===== src/rtl/clk_enable_nco.sv =====
// clk_enable_nco: multi-channel numerically controlled clock-enable generator.
// Each channel owns a phase accumulator; while running, the carry out of
// acc + inc becomes a one-cycle tick, giving tick rate f_clk*inc/2^ACC_W.
// While stopped, a rising edge on step produces exactly one tick instead.
// Ticks are plain enables for downstream logic; there is only one clock.
//
// Ports:
//   clk, rst_n        single clock, asynchronous active-low reset
//   run[i]            channel i free-runs its accumulator
//   step[i]           single-step request (rising edge) while run[i]=0
//   sync_all          clears every accumulator (and carry ticks) this edge
//   cfg_we/ch/inc     writes the increment of channel cfg_ch
//   cfg_phase_rst     with cfg_we, also clears that channel's accumulator/tick
//   cnt_clr[i]        clears channel i's tick counter (wins over counting)
//   tick[i]           registered one-cycle tick pulse
//   tick_count        channel i counter at [i*CNT_W +: CNT_W]

module clk_enable_nco_lane #(
    parameter int ACC_W = 32,
    parameter int CNT_W = 16
) (
    input  logic             clk,
    input  logic             rst_n,
    input  logic             run,
    input  logic             step,
    input  logic             sync_all,
    input  logic             phase_rst,
    input  logic             inc_we,
    input  logic [ACC_W-1:0] inc_wdata,
    input  logic             cnt_clr,
    output logic             tick,
    output logic [CNT_W-1:0] cnt
);
    logic [ACC_W-1:0] acc_q, acc_d;
    logic [ACC_W-1:0] inc_q, inc_d;
    logic             step_q, step_d;
    logic             tick_q, tick_d;
    logic [CNT_W-1:0] cnt_q, cnt_d;
    logic [ACC_W:0]   sum;

    always_comb begin
        acc_d  = acc_q;
        inc_d  = inc_q;
        step_d = step;
        tick_d = 1'b0;
        cnt_d  = cnt_q;
        sum    = {1'b0, acc_q} + {1'b0, inc_q};

        if (run) begin
            acc_d  = sum[ACC_W-1:0];
            tick_d = sum[ACC_W];
        end else begin
            tick_d = step & ~step_q;
        end

        // Clearing the phase kills any carry tick; a step tick survives
        // sync_all but not an explicit per-channel phase reset.
        if (sync_all || phase_rst) begin
            acc_d = '0;
            if (run) tick_d = 1'b0;
        end
        if (phase_rst) tick_d = 1'b0;

        // The add above used the old increment; the new one applies next edge.
        if (inc_we) inc_d = inc_wdata;

        if (cnt_clr)     cnt_d = '0;
        else if (tick_d) cnt_d = cnt_q + CNT_W'(1);
    end

    always_ff @(posedge clk or negedge rst_n) begin
        if (!rst_n) begin
            acc_q  <= '0;
            inc_q  <= '0;
            step_q <= 1'b0;
            tick_q <= 1'b0;
            cnt_q  <= '0;
        end else begin
            acc_q  <= acc_d;
            inc_q  <= inc_d;
            step_q <= step_d;
            tick_q <= tick_d;
            cnt_q  <= cnt_d;
        end
    end

    assign tick = tick_q;
    assign cnt  = cnt_q;
endmodule

module clk_enable_nco #(
    parameter int CHANNELS = 2,
    parameter int ACC_W    = 32,
    parameter int CNT_W    = 16
) (
    input  logic                      clk,
    input  logic                      rst_n,
    input  logic [CHANNELS-1:0]       run,
    input  logic [CHANNELS-1:0]       step,
    input  logic                      sync_all,
    input  logic                      cfg_we,
    input  logic [3:0]                cfg_ch,
    input  logic [ACC_W-1:0]          cfg_inc,
    input  logic                      cfg_phase_rst,
    input  logic [CHANNELS-1:0]       cnt_clr,
    output logic [CHANNELS-1:0]       tick,
    output logic [CHANNELS*CNT_W-1:0] tick_count
);
    // Writes to cfg_ch >= CHANNELS match no lane and are dropped.
    for (genvar i = 0; i < CHANNELS; i++) begin : g_lane
        logic sel;
        assign sel = cfg_we && (cfg_ch == 4'(i));

        clk_enable_nco_lane #(
            .ACC_W (ACC_W),
            .CNT_W (CNT_W)
        ) u_lane (
            .clk       (clk),
            .rst_n     (rst_n),
            .run       (run[i]),
            .step      (step[i]),
            .sync_all  (sync_all),
            .phase_rst (sel && cfg_phase_rst),
            .inc_we    (sel),
            .inc_wdata (cfg_inc),
            .cnt_clr   (cnt_clr[i]),
            .tick      (tick[i]),
            .cnt       (tick_count[i*CNT_W +: CNT_W])
        );
    end
endmodule


===== config.mk =====
export PLATFORM = sky130hd
export DESIGN_NAME = clk_enable_nco
export DESIGN_NICKNAME = d
export VERILOG_FILES = /design/src/rtl/clk_enable_nco.sv
export SDC_FILE = /design/constraint.sdc
export NUM_CORES = 1
export LEC_CHECK = 0
export ABC_AREA = 0
export ABC_CLOCK_PERIOD_IN_PS = 4120
export BUFFER_PORTS_ARGS = -buffer_cell sky130_fd_sc_hd__buf_2
export CAP_MARGIN = 20
export CORE_MARGIN = 1
export CORE_UTILIZATION = 35
export DETAILED_ROUTE_END_ITERATION = 8
export MAX_ROUTING_LAYER = met4
export SLEW_MARGIN = 25
export SYNTH_ARGS = -nofsm -noshare
export SYNTH_HDL_FRONTEND = slang
export SYNTH_HIERARCHICAL = 1
export SYNTH_SLANG_ARGS = --single-unit

===== constraint.sdc =====
create_clock -name clk -period 4.12 [get_ports clk]
set_input_delay 0 -clock clk [delete_from_list [all_inputs] [get_ports clk]]
set_output_delay 0 -clock clk [all_outputs]
set_load 0.02 [all_outputs]

==> flow_summary.ini, run 1 <==
[global_routing]
busiest_layer = met2
grt_use_met3_pct = 2.525
met1_usage_pct = 23.69
grtUsageMet2_pct = 27.72
grt_overflow = 0
grt_pass1_wl_um = 39130
antenna_found_initial = 2
grt_pass1_vias = 7597
grtUsageTotal_pct = 17.66
grt_max_degree = 88

[sta]
hold_ws_ps = 22.75
setup_tns_ps = 0
setup_slack_ps = 759.8
fin_crit_sh_pct = 81.56
drv_slew = 0
slew_headroom_pct = 41.54
setup_viol = 0
max_freq_mhz = 297.6
rsz0062_at_grt = no
hold_viol_final = 0
fin_crit_ps = 3360
worst_clock_skew_ps = 17.86
worstMarginPinSlew_ps = 872.2

[critical_path]
critPathBufInv = 0
worstSetupStartpointType = flop
worstPathArrival_ps = 3690
cp_slowest_cell = a21oi_2
crit_chain = ha_1 > fa_1 > a211oi_1 > o21ai_1 > o211ai_1 > a211oi_2 > a211oi_2 > a21oi_2 > nand2_2 > nor3_1 > mux2_2
required_ps = 4450
critPathMaxFanout = 12
worst_setup_path_end_kind = flop
path_class = flop to flop
crit_family = compound AO/OA/AOI/OAI gates
worst_path_largest_cell_delay_ps = 610
crit_path_frequent_cell = a211oi_2

[clock_network]
cts.repair.resized = 0
clk_path_buf_depth = 2
clk_pin_slew_ps = 70
htreeDepth = 4
cts_setup_buffers = 0
cts_inserted_buffers = 17
cts_tree = yes
clockRootBuffer = clkbuf_16
clock_latency_ps = 440
cts_hold_buffers = 37
cts.sinks = 164

[placed_design]
post-place-ws_ps = 750.5
placed_area_um2 = 10630
io_buffers = 80
gp_congestion = 0.8560
place_hpwl_um = 16690
dp_cells = 1386

[routing]
drc = 0
vias_per_cell = 5.189
firstDrtPassIters = 5
wire_per_inst_um = 15.94
vias = 7560
routed_wl_um = 23220
antenna_left = 0
first_iter_violations = 418

[min_path]
hold_path_class = primary input to flop

[synth]
synth_most_common_cell = dfrtp_1
avgSynthCellArea_um2 = 10.25
synth_top_area_cell = dfrtp_1
ys_types = 67
ys_top_cells_by_count = 164 x dfrtp_1, 76 x nand2_1, 67 x mux2_2
synthArstFlopShare_pct = 100.0
yosys-top-cells-area = dfrtp_1 42%, ha_1 8.4%, mux2_2 7.7%, xnor2_1 3.6%, o21ai_0 3.2%
synth-edff-count = 0
synth_top_area_share_pct = 41.99
syn_area_um2 = 9774
syn_inst = 954
ys_seq_area_share_pct = 41.99
synth_flop_cell = dfrtp_1
synth_nets = 1069
yosys_warnings = 6
ys_seq_elements = 164

[pwr]
powerDensity_nw_per_um2 = 519.5
ir_drop_mv = 0.2554
p_leak_nw = 5.527

[die]
start_util_pct = 35.97
dieArea_um2 = 28600
die_w_um = 169.1
rows = 60
ios = 81
fp.dieH_um = 169.1
coreArea_um2 = 27180

[finish]
drive_gt1_share_pct = 20.13
final_design_area_no_fill_um2 = 11610
layout.nets = 1185
syn_to_final_growth_pct = 18.77
fill_cells = 2683
stdcell_count = 1457

[outcome]
status = finished clean

[run]
max_cap_viol_count = 0
[worst min-delay path, delay by kind of cell]
family                 cells  cell delay (ps)
and+or+nand+nor            2              220
buffers and inverters      1              130
AOI/OAI and AO/OA          1               60
[final timing paths]
| kind | cells past startpoint | slack [ps] | endpoint | start |
|---|---|---|---|---|
| setup reg to reg | 11 | 760 | g_lane[1].u_lane/cnt[15] | g_lane[1].u_lane/acc_q[0] |
| hold reg to reg | 2 | 490 | g_lane[1].u_lane/acc_q[23] | g_lane[1].u_lane/acc_q[23] |
| min in group asynchronous | 2 | 210 | g_lane[1].u_lane/acc_q[7] | rst_n |
| setup / recovery | 11 | 760 | g_lane[1].u_lane/cnt[15] | g_lane[1].u_lane/acc_q[0] |
| max in group asynchronous | 3 | 2800 | g_lane[1].u_lane/acc_q[18] | rst_n |
| hold / removal | 4 | 20 | g_lane[1].u_lane/acc_q[24] | run[1] |
[sequential cells by signal, indices dropped and copies added, names as in the netlist]
name                  count
g_lane.u_lane/cnt        32
g_lane.u_lane/step_q      2
g_lane.u_lane/inc_q      64
g_lane.u_lane/acc_q      64
g_lane.u_lane/tick        2
[kinds of logic (layout without fill, tap and decap cells)]
family / after synthesis / in the layout / synth area share, %
flops: 164 / 164 / 41.99
fa+ha+maj: 68 / 68 / 8.858
mux: 77 / 77 / 8.820
other cells: 0 / 2 / 0
buf+inv: 53 / 182 / 2.138
compound gates: 278 / 278 / 19.47
simple gates: 243 / 243 / 12.37
xor+xnor: 71 / 71 / 6.362
[per-stage QoR]
step | util (%) | power [mW]
2_1_floorplan | - | 3.874
3_3_place_gp | 39.12 | 4.318
3_5_place_dp | 39.12 | 4.359
4_1_cts | 42.70 | 6.062
5_1_grt | 42.72 | 6.455
6_report | 42.72 | 6.031
[layout make-up]
cell class	instances	area, um^2	area share (%)
Multi-Input combinational cell	737	5487	47.26
Sequential cell	164	4104	35.35
Timing Repair Buffer	129	867.1	7.469
Tap cell	372	465.4	4.009
Clock buffer	20	446.7	3.848
Clock inverter	12	155.1	1.337
Inverter	21	78.83	0.6790
Antenna cell	2	5.005	0.04311
[routing by layer]
layer  wire length, um  up-vias
met1             11560     3699
li1                  -     3753
met3               467       16
met4               237        0
met5                 0        -
met2             10960       92
[power breakdown]
| part | switching (mW) | internal [mW] | leakage [nW] |
|---|---|---|---|
| logic | 1.23 | 1.02 | 3.10 |
| registers | 0.215 | 1.93 | 2.14 |
| clock network | 0.670 | 0.971 | 0.290 |
[cell usage in the layout (no fill, tap or decap), types with 17 or more instances in the layout]
cell type,synthesis,layout
dfrtp_1,164,164
buf_2,1,79
nand2_1,76,76
mux2_2,67,67
ha_1,66,66
o21ai_0,62,62
a21oi_1,58,58
nor2_1,56,56
xnor2_1,40,40
dlygate4sd3_1,0,37
a22o_1,34,34
a21o_1,33,33
xor2_1,31,31
inv_1,21,21
o21bai_1,18,18
nand4_1,18,18
clkbuf_16,0,17
(Power assumes the default switching activity.)
==> run 2, diff against run 1 <==
- ABC_AREA: 0 -> 1
- ABC_CLOCK_PERIOD_IN_PS: 4120 -> 3200
- clock period: 4.12 -> 3.2 ns (I/O delays scaled with it)
==> flow_summary.ini, run 2 <==
[outcome]
status = finished, violations left
violations = DRC

[finish]
fill_cells = 3118
stdcell_count = 1963
layout.nets = 1667
layout_common_cells = 404 x nand2_1, 164 x dfrtp_1, 145 x inv_1
multiInputGateArea_um2 = 6245
final_design_area_no_fill_um2 = 12890
register_area_um2 = 4104
drive_gt1_share_pct = 16.05
layout_commonest_cell = nand2_1
fin_util_pct = 41.69
syn_to_final_growth_pct = 16.27

[clock_network]
htreeDepth = 4
cts_inserted_buffers = 17
cts.repair.resized = 0
cts_setup_buffers = 0
clk_pin_slew_ps = 70
clk_path_buf_depth = 2
clock_latency_ps = 430
clockRootBuffer = clkbuf_16
cts.sinks = 164
cts_tree = yes

[min_path]
min_to = g_lane[1].u_lane/cnt[13]
hold_path_class = primary input to flop
hold_start = cnt_clr[1]
holdPathStages = 4

[sta]
setup_viol = 0
worstMarginPinSlew_ps = 958.4
slew_headroom_pct = 35.71
fin_crit_ps = 2442
setup_slack_ps = 758.1
drv_slew = 0
setup_tns_ps = 0
rsz0062_at_grt = no
hold_viol_final = 0
fin_crit_sh_pct = 76.31
worst_clock_skew_ps = 9.424
hold_ws_ps = 108.7
max_freq_mhz = 409.5

[placed_design]
gp_congestion = 0.9644
post-place-ws_ps = 751.9
dp_cells = 1890
placed_area_um2 = 11920
place_hpwl_um = 22490
io_buffers = 80

[synth]
synth_top_area_share_pct = 37.02
ys_types = 41
synth_flop_cell = dfrtp_1
yosys-top-cells-area = dfrtp_1 37%, nand2_1 14%, ha_1 7.5%, mux2_2 6.5%, inv_1 5.0%
ys_seq_area_share_pct = 37.02
ys_top_cells_by_count = 404 x nand2_1, 164 x dfrtp_1, 147 x inv_1
synth_most_common_cell = nand2_1
syn_area_um2 = 11080
ys_seq_elements = 164
synth_nets = 1550
synth_top_area_cell = dfrtp_1
syn_inst = 1435
synth-edff-count = 0
synthArstFlopShare_pct = 100.0
yosys_warnings = 6
avgSynthCellArea_um2 = 7.724

[critical_path]
rr_worst_depth = 15
reg2reg_to = g_lane[0].u_lane/cnt[1]
rr_startpoint = g_lane[0].u_lane/acc_q[0]
path_class = flop to flop
worst_setup_path_end_kind = flop
required_ps = 3570
worstPathArrival_ps = 2810
worstSetupStartpointType = flop
r2r_slack_ps = 760
critPathMaxFanout = 17

[routing]
wire_per_inst_um = 15.33
routed_wl_um = 30090
antenna_left = 0
drc = 6
vias_per_cell = 5.047
vias = 9907
firstDrtPassIters = 7
first_iter_violations = 691

[global_routing]
grt_overflow = 0
grt_pass1_vias = 9432
grt_pass1_wl_um = 49550
antenna_found_initial = 3
grtUsageTotal_pct = 19.72
grt_max_degree = 82

[pwr]
p_total_mw = 7.510
ir_drop_mv = 0.4364
powerDensity_nw_per_um2 = 582.7
p_leak_nw = 6.775

[die]
die_w_um = 180.0
coreArea_um2 = 30910
start_util_pct = 35.86
fp.dieH_um = 180.0
ios = 81
dieArea_um2 = 32390
rows = 64

[run]
max_cap_viol_count = 0
## run 2: cell families (layout without fill, tap and decap cells)
group                      Yosys count  in the layout  share of synthesized area (%)
and+or+nand+nor                    723            723                          29.26
xor gates and xnor gates            32             32                          2.529
DFF                                164            164                          37.02
other                                0              3                              0
muxes                               64             64                          6.502
adders and majority gates           68             68                          7.811
buffers and inverters              188            317                          6.682
AOI/OAI and AO/OA                  196            196                          10.19
## run 2: layout make-up
type | count | area share, %
tap | 396 | 3.845
multi-input combinational | 1083 | 48.46
inverter | 157 | 4.573
clock buffer | 20 | 3.466
antenna | 3 | 0.05825
sequential | 164 | 31.84
clock inverter | 11 | 0.9903
timing repair buffer | 129 | 6.767
## run 2: worst max-delay path by stage
stage                                          from                      end  cells past startpoint
after floorplan           g_lane[0].u_lane/acc_q[0]  g_lane[0].u_lane/cnt[7]                     16
after global placement    g_lane[0].u_lane/acc_q[0]  g_lane[0].u_lane/cnt[2]                     15
final                     g_lane[0].u_lane/acc_q[0]  g_lane[0].u_lane/cnt[1]                     15
after detailed placement  g_lane[0].u_lane/acc_q[0]  g_lane[0].u_lane/cnt[2]                     15
after global routing      g_lane[0].u_lane/acc_q[0]  g_lane[0].u_lane/cnt[4]                     15
after CTS                 g_lane[0].u_lane/acc_q[0]  g_lane[0].u_lane/cnt[4]                     15
## run 2: timing repair
| action | 4_1_cts | 5_1_grt |
|---|---|---|
| hold endpoints to repair | 147 | 0 |
| hold buffers | 39 | 0 |
| setup endpoints to repair | 0 | 0 |
## run 2: power by group
part           total, mW  switching, mW  internal (mW)  leakage [nW]
Clock               2.04          0.869           1.17         0.273
Sequential          2.70          0.254           2.45          2.14
Combinational       2.77           1.74           1.03          4.36
## run 2: critical path: stages (launching register included)
cell     delay [ps]
dfrtp_1         390
ha_1            230
fa_1            400
nand2_1         120
nand2_1         100
nand3_1         120
nand2_2          80
nand2_2          70
nand2_2          70
nand2_2          60
nand2_2          60
nand2_2         100
nand2_4         150
nand2_4         250
nand3_1         110
nand2_1         100
## run 2: per-layer routing
| layer | vias up | part of all wire, % | GRT usage [%] |
|---|---|---|---|
| met5 | - | 0 | - |
| met1 | 4567 | 49 | 27.64 |
| met3 | 33 | 6.0 | 3.120 |
| met4 | 0 | 2.0 | 6.138 |
| met2 | 303 | 43 | 28.93 |
| li1 | 5004 | - | - |
==> run 3, diff against run 2 <==
- ABC_CLOCK_PERIOD_IN_PS: 3200 -> 2400
- clock period: 3.2 -> 2.4 ns (I/O delays scaled with it)
==> flow_summary.ini, run 3 (synthesis gave the netlist of run 2 again) <==
[clock_network]
clockRootBuffer = clkbuf_16
cts_tree = yes
clk_pin_slew_ps = 70
cts.sinks = 164
cts_inserted_buffers = 17
clock_latency_ps = 440
htreeDepth = 4
clk_path_buf_depth = 2

[finish]
layout_commonest_cell = nand2_1
stdcell_count = 1975
drive_gt1_share_pct = 16.76
layout_common_cells = 404 x nand2_1, 164 x dfrtp_1, 146 x inv_1
layout.nets = 1677
syn_to_final_growth_pct = 17.95

[routing]
routed_wl_um = 30130
firstDrtPassIters = 7
first_iter_violations = 609
wire_per_inst_um = 15.25
antenna_left = 0
drc = 6
vias = 9991
vias_per_cell = 5.059

[sta]
fin_crit_ps = 2258
setup_viol = 0
fin_crit_sh_pct = 94.07
drv_slew = 0
worst_clock_skew_ps = 10.47
setup_slack_ps = 142.4
hold_viol_final = 0
slew_headroom_pct = 30.56
worstMarginPinSlew_ps = 1040
max_freq_mhz = 443.0
rsz0062_at_grt = yes

[critical_path]
worstPathArrival_ps = 2580
worstSetupStartpointType = flop
rr_startpoint = g_lane[1].u_lane/acc_q[0]
required_ps = 2720
rr_worst_depth = 15
reg2reg_to = g_lane[1].u_lane/cnt[13]
path_class = flop to flop
critPathMaxFanout = 16
r2r_slack_ps = 140
worst_setup_path_end_kind = flop

[global_routing]
grt_max_degree = 68
grt_pass1_wl_um = 49310
grt_use_met3_pct = 3.363
met1_usage_pct = 26.87
grt_overflow = 0
grtUsageTotal_pct = 19.67
grtUsageMet2_pct = 30.44
busiest_layer = met2
antenna_found_initial = 4
grt_pass1_vias = 9599

[placed_design]
post-place-ws_ps = 102.0
gp_congestion = 0.9282
dp_cells = 1900
io_buffers = 80
place_hpwl_um = 22640

[pwr]
combPwrFrac_pct = 36.6
internal_power_mw = 6.347
seq_power_share_pct = 35.0
power.switching_mw = 3.957
switching_share_pct = 38.41
ir_drop_mv = 0.5658
p_leak_nw = 6.894
powerDensity_nw_per_um2 = 788.1
clkPwrFrac_pct = 28.4

[outcome]
status = finished, violations left
violations = DRC

[run]
max_cap_viol_count = 0

[die]
fp.dieH_um = 180.0
dieArea_um2 = 32390
coreArea_um2 = 30910
rows = 64
ios = 81
start_util_pct = 35.86
die_w_um = 180.0

[min_path]
hold_path_class = primary input to async pin
==> run 3: cell count changes in the layout (fill, tap and decap cells not counted), moves of 2 or more <==
| cell | change |
|---|---|
| buf_12 | +2 |
| buf_4 | +6 |
| buf_6 | +2 |
| clkbuf_1 | -2 |
| clkinvlp_4 | -2 |
| inv_8 | +4 |
| nand2_2 | -2 |
| nand2_8 | +2 |
==> run 3: through the flow <==
step           TNS [ps]  utilization [%]  hold WS, ps  instance area (um^2)  power, mW
2_1_floorplan         0                -       -295.6                 11080      6.273
3_3_place_gp          0            38.87        48.73                 12020      7.257
3_5_place_dp          0            38.87        49.18                 12020      7.313
4_1_cts               0            42.13        146.9                 13020      10.35
5_1_grt          -15.83            42.30        163.7                 13070      11.04
6_report              0            42.30        130.9                 13070      10.30
==> run 3: layer usage <==
| layer | vias to the layer above | share of wire [%] |
|---|---|---|
| li1 | 5031 | - |
| met1 | 4706 | 50 |
| met2 | 234 | 45 |
| met3 | 20 | 4.7 |
| met4 | 0 | 1.1 |
| met5 | - | 0 |
==> run 3: worst max path at each step <==
stage / startpoint / endpoint / slack [ps]
global placement: g_lane[0].u_lane/acc_q[0] / g_lane[0].u_lane/cnt[3] / 170
global route: g_lane[0].u_lane/acc_q[0] / g_lane[0].u_lane/cnt[2] / -20
detailed placement: g_lane[0].u_lane/acc_q[0] / g_lane[0].u_lane/cnt[3] / 100
CTS: g_lane[0].u_lane/acc_q[0] / g_lane[0].u_lane/cnt[6] / 80
floorplan: g_lane[0].u_lane/acc_q[0] / g_lane[0].u_lane/cnt[7] / 360
finish: g_lane[1].u_lane/acc_q[0] / g_lane[1].u_lane/cnt[13] / 140
==> run 3: cell type report <==
| type | count | area (um^2) |
|---|---|---|
| Antenna cell | 4 | 10.01 |
| Multi-Input combinational cell | 1083 | 6277 |
| Sequential cell | 164 | 4104 |
| Clock buffer | 17 | 425.4 |
| Clock inverter | 15 | 192.7 |
| Inverter | 157 | 589.3 |
| Fill cell | 3137 | 17840 |
| Timing Repair Buffer | 139 | 979.7 |
| Tap cell | 396 | 495.5 |
==> run 3: worst max-delay path, cell delays in order (launching register included) <==
cell and delay, ps:
dfrtp_1 380, ha_1 220, fa_1 380, nand2_1 90, nand2_1 90, nand3_1 110
nand2_2 90, nand2_2 70, nand2_2 70, nand2_2 70, nand2_2 70, nand2_4 100
nand2_4 80, buf_6 160, nand4_1 90, nand2_1 70
==> run 3: power by group through the flow <==
stage	logic, mW	registers (mW)	clock network [mW]
2_1_floorplan	2.74	3.53	0
3_3_place_gp	3.61	3.65	0
3_5_place_dp	3.65	3.66	0
4_1_cts	3.73	3.61	3.00
5_1_grt	4.26	3.67	3.11
6_report	3.77	3.61	2.93
==> run 3: timing repair <==
item / 4_1_cts / 5_1_grt
hold endpoints to repair: 134 / 0
gates resized for setup: 0 / 7
setup endpoints to repair: 0 / 32
buffers inserted: 0 / 0
hold buffers: 39 / 0
